===== src/rtl/tow_pkg.sv =====
// Shared encodings for the tug-of-war engine: game state and winner codes.
package tow_pkg;

    typedef enum logic [1:0] {
        ST_CLEAR = 2'b00,
        ST_ARMED = 2'b01,
        ST_WIN   = 2'b10
    } state_t;

    typedef enum logic [1:0] {
        W_NONE  = 2'b00,
        W_RIGHT = 2'b01,
        W_LEFT  = 2'b10
    } winner_t;

    // Width needed to hold values 0..max_val, never less than one bit.
    function automatic int cnt_width(input int max_val);
        cnt_width = (max_val > 1) ? $clog2(max_val + 1) : 1;
    endfunction

endpackage


===== src/rtl/tow_timer.sv =====
// Loadable down-counter with a zero flag; serves the CLEAR dwell and the WIN blink.
module tow_timer #(
    parameter int           W       = 2,
    parameter logic [W-1:0] RST_VAL = {W{1'b0}}
) (
    input  logic         clk,
    input  logic         rst,
    input  logic         load,
    input  logic [W-1:0] load_val,
    output logic         zero
);

    logic [W-1:0] count_r;

    // Load has priority; otherwise count down and park at zero.
    always_ff @(posedge clk) begin
        if (rst) begin
            count_r <= RST_VAL;
        end else if (load) begin
            count_r <= load_val;
        end else if (count_r != {W{1'b0}}) begin
            count_r <= count_r - {{(W-1){1'b0}}, 1'b1};
        end else begin
            count_r <= count_r;
        end
    end

    assign zero = (count_r == {W{1'b0}});

endmodule


===== src/rtl/tug_of_war_core.sv =====
// Tug-of-war game engine: rope position, round counting, false-start penalties,
// blank phase between rounds and winner blink, all outputs registered.
module tug_of_war_core
    import tow_pkg::*;
#(
    parameter int NUM_LEDS     = 7,
    parameter int CLEAR_CYCLES = 4,
    parameter int BLINK_CYCLES = 8,
    parameter int RCNT_W       = 8
) (
    input  logic                clk,
    input  logic                rst,
    input  logic                pbl,
    input  logic                pbr,
    input  logic                FTL_Left,
    input  logic                FTL_Right,
    output logic [NUM_LEDS-1:0] leds_out,
    output logic [1:0]          winner,
    output logic [RCNT_W-1:0]   round_cnt,
    output logic                leds_on
);

    localparam int PW   = $clog2(NUM_LEDS);
    localparam int TMAX = (CLEAR_CYCLES > BLINK_CYCLES) ? CLEAR_CYCLES : BLINK_CYCLES;
    localparam int TW   = cnt_width(TMAX - 1);

    localparam logic [PW-1:0] POS_MAX  = PW'(NUM_LEDS - 1);
    localparam logic [PW-1:0] POS_CTR  = PW'((NUM_LEDS - 1) / 2);
    localparam logic [TW-1:0] CLR_LOAD = TW'(CLEAR_CYCLES - 1);
    localparam logic [TW-1:0] BLK_LOAD = TW'(BLINK_CYCLES - 1);

    state_t              state_r, state_nxt_s;
    winner_t             winner_r, winner_nxt_s;
    logic [PW-1:0]       pos_r, pos_nxt_s;
    logic [RCNT_W-1:0]   cnt_r, cnt_nxt_s;
    logic                blink_r, blink_nxt_s;
    logic [NUM_LEDS-1:0] leds_r, leds_nxt_s;
    logic                leds_on_r;
    logic                resolved_s, fl_s, fr_s;
    logic                tmr_load_s, tmr_zero_s;
    logic [TW-1:0]       tmr_val_s;

    tow_timer #(.W(TW), .RST_VAL(CLR_LOAD)) u_timer (
        .clk      (clk),
        .rst      (rst),
        .load     (tmr_load_s),
        .load_val (tmr_val_s),
        .zero     (tmr_zero_s)
    );

    // Next-state, position, round count and timer control for one game-clock step.
    always_comb begin
        state_nxt_s  = state_r;
        winner_nxt_s = winner_r;
        pos_nxt_s    = pos_r;
        cnt_nxt_s    = cnt_r;
        blink_nxt_s  = blink_r;
        tmr_load_s   = 1'b0;
        tmr_val_s    = CLR_LOAD;
        resolved_s   = 1'b0;
        fl_s         = pbl & FTL_Left;
        fr_s         = pbr & FTL_Right;

        case (state_r)
            ST_CLEAR: begin
                if (fl_s && !fr_s) begin
                    pos_nxt_s  = pos_r - PW'(1'b1);
                    resolved_s = 1'b1;
                end else if (fr_s && !fl_s) begin
                    pos_nxt_s  = pos_r + PW'(1'b1);
                    resolved_s = 1'b1;
                end else if (tmr_zero_s) begin
                    state_nxt_s = ST_ARMED;
                end else begin
                    state_nxt_s = ST_CLEAR;
                end
            end
            ST_ARMED: begin
                if (pbl || pbr) begin
                    resolved_s  = 1'b1;
                    state_nxt_s = ST_CLEAR;
                    if (pbl && !pbr) begin
                        pos_nxt_s = pos_r + PW'(1'b1);
                    end else if (pbr && !pbl) begin
                        pos_nxt_s = pos_r - PW'(1'b1);
                    end else begin
                        pos_nxt_s = pos_r;
                    end
                end else begin
                    state_nxt_s = ST_ARMED;
                end
            end
            ST_WIN: begin
                // Terminal: only the blink phase advances.
                if (tmr_zero_s) begin
                    blink_nxt_s = ~blink_r;
                    tmr_load_s  = 1'b1;
                    tmr_val_s   = BLK_LOAD;
                end else begin
                    blink_nxt_s = blink_r;
                end
            end
            default: begin
                state_nxt_s = ST_CLEAR;
            end
        endcase

        // A resolved round counts, restarts the dwell, and may end the game.
        if (resolved_s) begin
            cnt_nxt_s  = (cnt_r == {RCNT_W{1'b1}}) ? cnt_r : cnt_r + RCNT_W'(1'b1);
            tmr_load_s = 1'b1;
            if (pos_nxt_s == POS_MAX) begin
                state_nxt_s  = ST_WIN;
                winner_nxt_s = W_LEFT;
                blink_nxt_s  = 1'b1;
                tmr_val_s    = BLK_LOAD;
            end else if (pos_nxt_s == {PW{1'b0}}) begin
                state_nxt_s  = ST_WIN;
                winner_nxt_s = W_RIGHT;
                blink_nxt_s  = 1'b1;
                tmr_val_s    = BLK_LOAD;
            end else begin
                tmr_val_s = CLR_LOAD;
            end
        end else begin
            cnt_nxt_s = cnt_r;
        end

        if ((state_nxt_s == ST_ARMED) || ((state_nxt_s == ST_WIN) && blink_nxt_s)) begin
            leds_nxt_s = NUM_LEDS'(1'b1) << pos_nxt_s;
        end else begin
            leds_nxt_s = {NUM_LEDS{1'b0}};
        end
    end

    // Game state and all registered outputs; reset aborts any game in progress.
    always_ff @(posedge clk) begin
        if (rst) begin
            state_r   <= ST_CLEAR;
            winner_r  <= W_NONE;
            pos_r     <= POS_CTR;
            cnt_r     <= {RCNT_W{1'b0}};
            blink_r   <= 1'b0;
            leds_r    <= {NUM_LEDS{1'b0}};
            leds_on_r <= 1'b0;
        end else begin
            state_r   <= state_nxt_s;
            winner_r  <= winner_nxt_s;
            pos_r     <= pos_nxt_s;
            cnt_r     <= cnt_nxt_s;
            blink_r   <= blink_nxt_s;
            leds_r    <= leds_nxt_s;
            leds_on_r <= (state_nxt_s != ST_CLEAR);
        end
    end

    assign leds_out  = leds_r;
    assign winner    = winner_r;
    assign round_cnt = cnt_r;
    assign leds_on   = leds_on_r;

endmodule

===== config.mk =====
export PLATFORM = sky130hd
export DESIGN_NAME = tug_of_war_core
export DESIGN_NICKNAME = d
export VERILOG_FILES = /design/src/rtl/tow_pkg.sv /design/src/rtl/tow_timer.sv /design/src/rtl/tug_of_war_core.sv
export SDC_FILE = /design/constraint.sdc
export NUM_CORES = 1
export LEC_CHECK = 0
export ABC_CLOCK_PERIOD_IN_PS = 2000
export CAP_MARGIN = 10
export CORE_ASPECT_RATIO = 0.7
export CORE_MARGIN = 5
export CORE_UTILIZATION = 48
export DETAILED_ROUTE_END_ITERATION = 6
export PLACE_DENSITY = 0.87
export SYNTH_ARGS = -nofsm -noshare
export SYNTH_HDL_FRONTEND = slang
export SYNTH_SLANG_ARGS = --single-unit

===== constraint.sdc =====
create_clock -name clk -period 2 [get_ports clk]
set_input_delay 0.3 -clock clk [delete_from_list [all_inputs] [get_ports clk]]
set_output_delay 0.3 -clock clk [all_outputs]
set_load 0.1 [all_outputs]

==> key figures <==
Drt
  • Routed Antenna Nets: 0
  • Vias per inst: 5.10
  • DRC viols: 0
  • Final wirelength: 3190 µm
  • Iter 0 DRT Violations: 78
  • WL per Instance: 13.0 µm
  • Drt first pass iters: 4
  • Via Count: 1255

Critical path
  • Crit. End Element: register
  • Worst EP arrival: 2.09 ns
  • Worst reg2reg setup slack: 0.07 ns
  • Setup CP Type: reg -> reg
  • RR Endpoint: winner[0]$_SDFFE_PP0P_
  • CP endpoint: winner[0]$_SDFFE_PP0P_
  • R2R depth: 8
  • Startpoint class of the critical path: register
  • Worst reg2reg path startpoint: pos_r[0]$_SDFF_PP1_
  • Setup crit start: pos_r[0]$_SDFF_PP1_
  • CP max FO: 7
  • Critical Path RT: 2.17 ns

Clock tree
  • CTS Buf Count: 3
  • CTS root buf: clkbuf_8
  • Clk_lat worst skew: 0.27 ns
  • H-tree depth: 1
  • Clock Pin Slew Worst Setup and Hold Paths: 0.09 ns
  • Num Clock Sinks: 27
  • Max clock buf depth: 2
  • CTS tree: yes
  • CTS Hold Buffers Added: 0

Layout
  • Area growth, synth to finish: 30.2%
  • Layout fillers: 259
  • Final nets: 223
  • Share of layout cells above drive strength 1: 0.394
  • Antenna cell count: 0
  • Design Area, Final: 0.00199 mm²

Power and ir drop
  • Pwr Total: 0.00163 W
  • Worst vdd ir: 0.812 mV
  • Leak pwr: 0.843 nW
  • PwrDens: 819 mW/mm²

Synth
  • Synth area leader: dfxtp_1
  • Top_reg_cell synth: dfxtp_1
  • Fraction of registers with async set/reset: 0
  • Synthesis warning total: 0
  • Synth cell types: 49
  • Average size of a mapped cell: 9.20 µm²
  • EDFF count, synth: 0
  • Synth cell count leaders: 27 x dfxtp_1, 14 x nand2_1, 14 x nor2_1, 10 x inv_1
  • Top cells by area, synth: dfxtp_1 35%, ha_1 6.6%, xor2_1 4.0%
  • Synthesized flop and latch total: 27
  • Cell Area, Synth: 0.00153 mm²
  • Gate Count Post-Synth: 166
  • Synth Area in Compound Gates: 0.153
  • Mux cell area share after synthesis: 0.00655
  • Cell with the most instances after synthesis: dfxtp_1
  • Syn_nets: 180
  • Seq/Total Area, Yosys: 0.354
  • Adder-cell area share of the yosys netlist: 0.0655
  • Largest family of logic cells by synthesized area: simple AND/OR/NAND/NOR gates
  • XOR/XNOR Fraction of Synth Area: 0.0794
  • Share of the synthesized area in the top cell type: 0.354
  • Simple-gate portion of the synthesized area: 0.269

Die
  • Area of the core: 0.00311 mm²
  • Chip width: 77.4 µm
  • # IOs: 24
  • Row count: 17
  • Die area: 0.00443 mm²
  • Initial Utilization: 0.492
  • Die height: 57.2 µm

Place
  • GPL Wtd Cong: 0.785
  • Area post-placement: 0.00185 mm²
  • Dpl hpwl: 2400 µm
  • Port bufs: 23

STA
  • Final hold vios: 0
  • Fmax: 519 MHz
  • Slew Viols, Final: 0
  • Final Setup Violations: 0
  • RSZ-0062 raised after global routing: true
  • Measured slew at the worst slew-check pin: 0.426 ns
  • Max_slew headroom: 0.714
  • Worst Skew: 0.00214 ns
  • Minimum clock period: 1.93 ns
  • Fin crit share: 0.963
  • Hold WS: 0.472 ns
  • Setup tns final: 0 ns

Global routing
  • Total GRT Usage: 0.152
  • Initial antenna violation count: 0
  • First-pass GRT wire length: 5550 µm
  • Vias in the first global route: 1219
  • GRT overflow: 0
  • Largest net degree at the start of global routing: 15

Job
  • Max-Cap Viols: 0

Min path
  • HP Class: reg -> reg

Outcome
  • Outcome: complete, no violations
==> sequential cells by signal, indices dropped and copies added, names as in the netlist <==
name and count:
blink_r 1, leds_on 1, leds_out 7, pos_r 3, round_cnt 8, state_r 2, u_timer.count_r 3, winner 2
==> report_power, final <==
part	total (W)	leakage [nW]	switching (W)	internal [W]
clock	0.000301	0.0228	0.000159	0.000143
combinational	0.000694	0.597	0.000405	0.000289
sequential	0.000633	0.223	0.0000468	0.000587
==> worst min-delay path by stage <==
stage | startpoint | endpoint | slack [ns] | cells past startpoint
after floorplan | u_timer.count_r[1]$_SDFFE_PP1P_ | u_timer.count_r[1]$_SDFFE_PP1P_ | 0.45 | 2
after global placement | round_cnt[6]$_SDFFE_PP0P_ | round_cnt[6]$_SDFFE_PP0P_ | 0.44 | 1
after detailed placement | round_cnt[6]$_SDFFE_PP0P_ | round_cnt[6]$_SDFFE_PP0P_ | 0.46 | 1
after CTS | round_cnt[6]$_SDFFE_PP0P_ | round_cnt[6]$_SDFFE_PP0P_ | 0.47 | 1
after global routing | round_cnt[6]$_SDFFE_PP0P_ | round_cnt[6]$_SDFFE_PP0P_ | 0.51 | 1
final | round_cnt[6]$_SDFFE_PP0P_ | round_cnt[6]$_SDFFE_PP0P_ | 0.47 | 1
==> layer usage <==
metal  vias to the layer above  track usage  wire length [µm]
met5                         -            0                 0
met3                         4       0.0379                73
met2                        10        0.246              1520
met4                         0       0.0441                29
li1                        650            -                 -
met1                       591        0.201              1570
==> stage by stage <==
| stage | util | setup slack, ns | instances |
|---|---|---|---|
| 6_report | 0.641 | 0.0735 | 246 |
| 5_1_grt | 0.641 | -0.0137 | 246 |
| 4_1_cts | 0.630 | 0.0448 | 245 |
| 3_5_place_dp | 0.595 | -0.482 | 239 |
| 3_3_place_gp | 0.595 | -0.423 | 239 |
| 2_1_floorplan | - | 0.000398 | 166 |
==> kinds of logic after synthesis <==
group	Yosys count
compound gates	30
buf+inv	18
fa+ha+maj	8
simple gates	69
xor+xnor	13
flops	27
mux	1
==> cells in the final DEF (no fill, tap or decap), types with 2 or more instances in the layout <==
cell | synthesis | layout
a21boi_0 | 2 | 2
nor2b_1 | 3 | 3
xor2_1 | 7 | 5
o21ai_1 | 4 | 3
o21ai_0 | 2 | 2
nand2_2 | 0 | 3
a31oi_1 | 2 | 2
nand2_1 | 14 | 11
ha_2 | 0 | 2
xor2_2 | 0 | 2
a21oi_1 | 6 | 6
nor3_1 | 6 | 6
nand3_1 | 3 | 3
ha_4 | 0 | 2
nor4_1 | 2 | 2
clkbuf_8 | 1 | 3
and4_1 | 2 | 2
nand2b_1 | 8 | 8
nor3b_2 | 3 | 4
buf_4 | 3 | 40
dfxtp_1 | 27 | 19
dlygate4sd2_1 | 0 | 3
xnor2_1 | 5 | 5
nor2_1 | 14 | 14
ha_1 | 8 | 4
inv_1 | 10 | 9
o21ai_2 | 1 | 2
dfxtp_2 | 0 | 8
a211oi_2 | 3 | 3
==> cell type report <==
cell class	instances	area [µm²]	area share
Sequential cell	27	551	0.277
Tap cell	38	47.5	0.0239
Multi-Input combinational cell	121	956	0.481
Clock buffer	4	45.0	0.0226
Timing Repair Buffer	46	353	0.177
Inverter	10	37.5	0.0189
==> critical path, cell delays in order (launching register included) <==
cell and delay [ns]:
dfxtp_1 0.33, buf_4 0.13, ha_2 0.22, xor2_2 0.15, o221ai_2 0.10, o211ai_2 0.30, xor2_2 0.22, nand3_4 0.14
a22o_1 0.23
==> repair_timing <==
| action | CTS | global route |
|---|---|---|
| gates resized for setup | 15 | 9 |
| setup endpoints to repair | 18 | 9 |
| gates cloned | 0 | 0 |
| buffers inserted | 2 | 1 |
| pin swaps | 11 | 7 |
No activity file was read; power rests on OpenSTA's default activity.
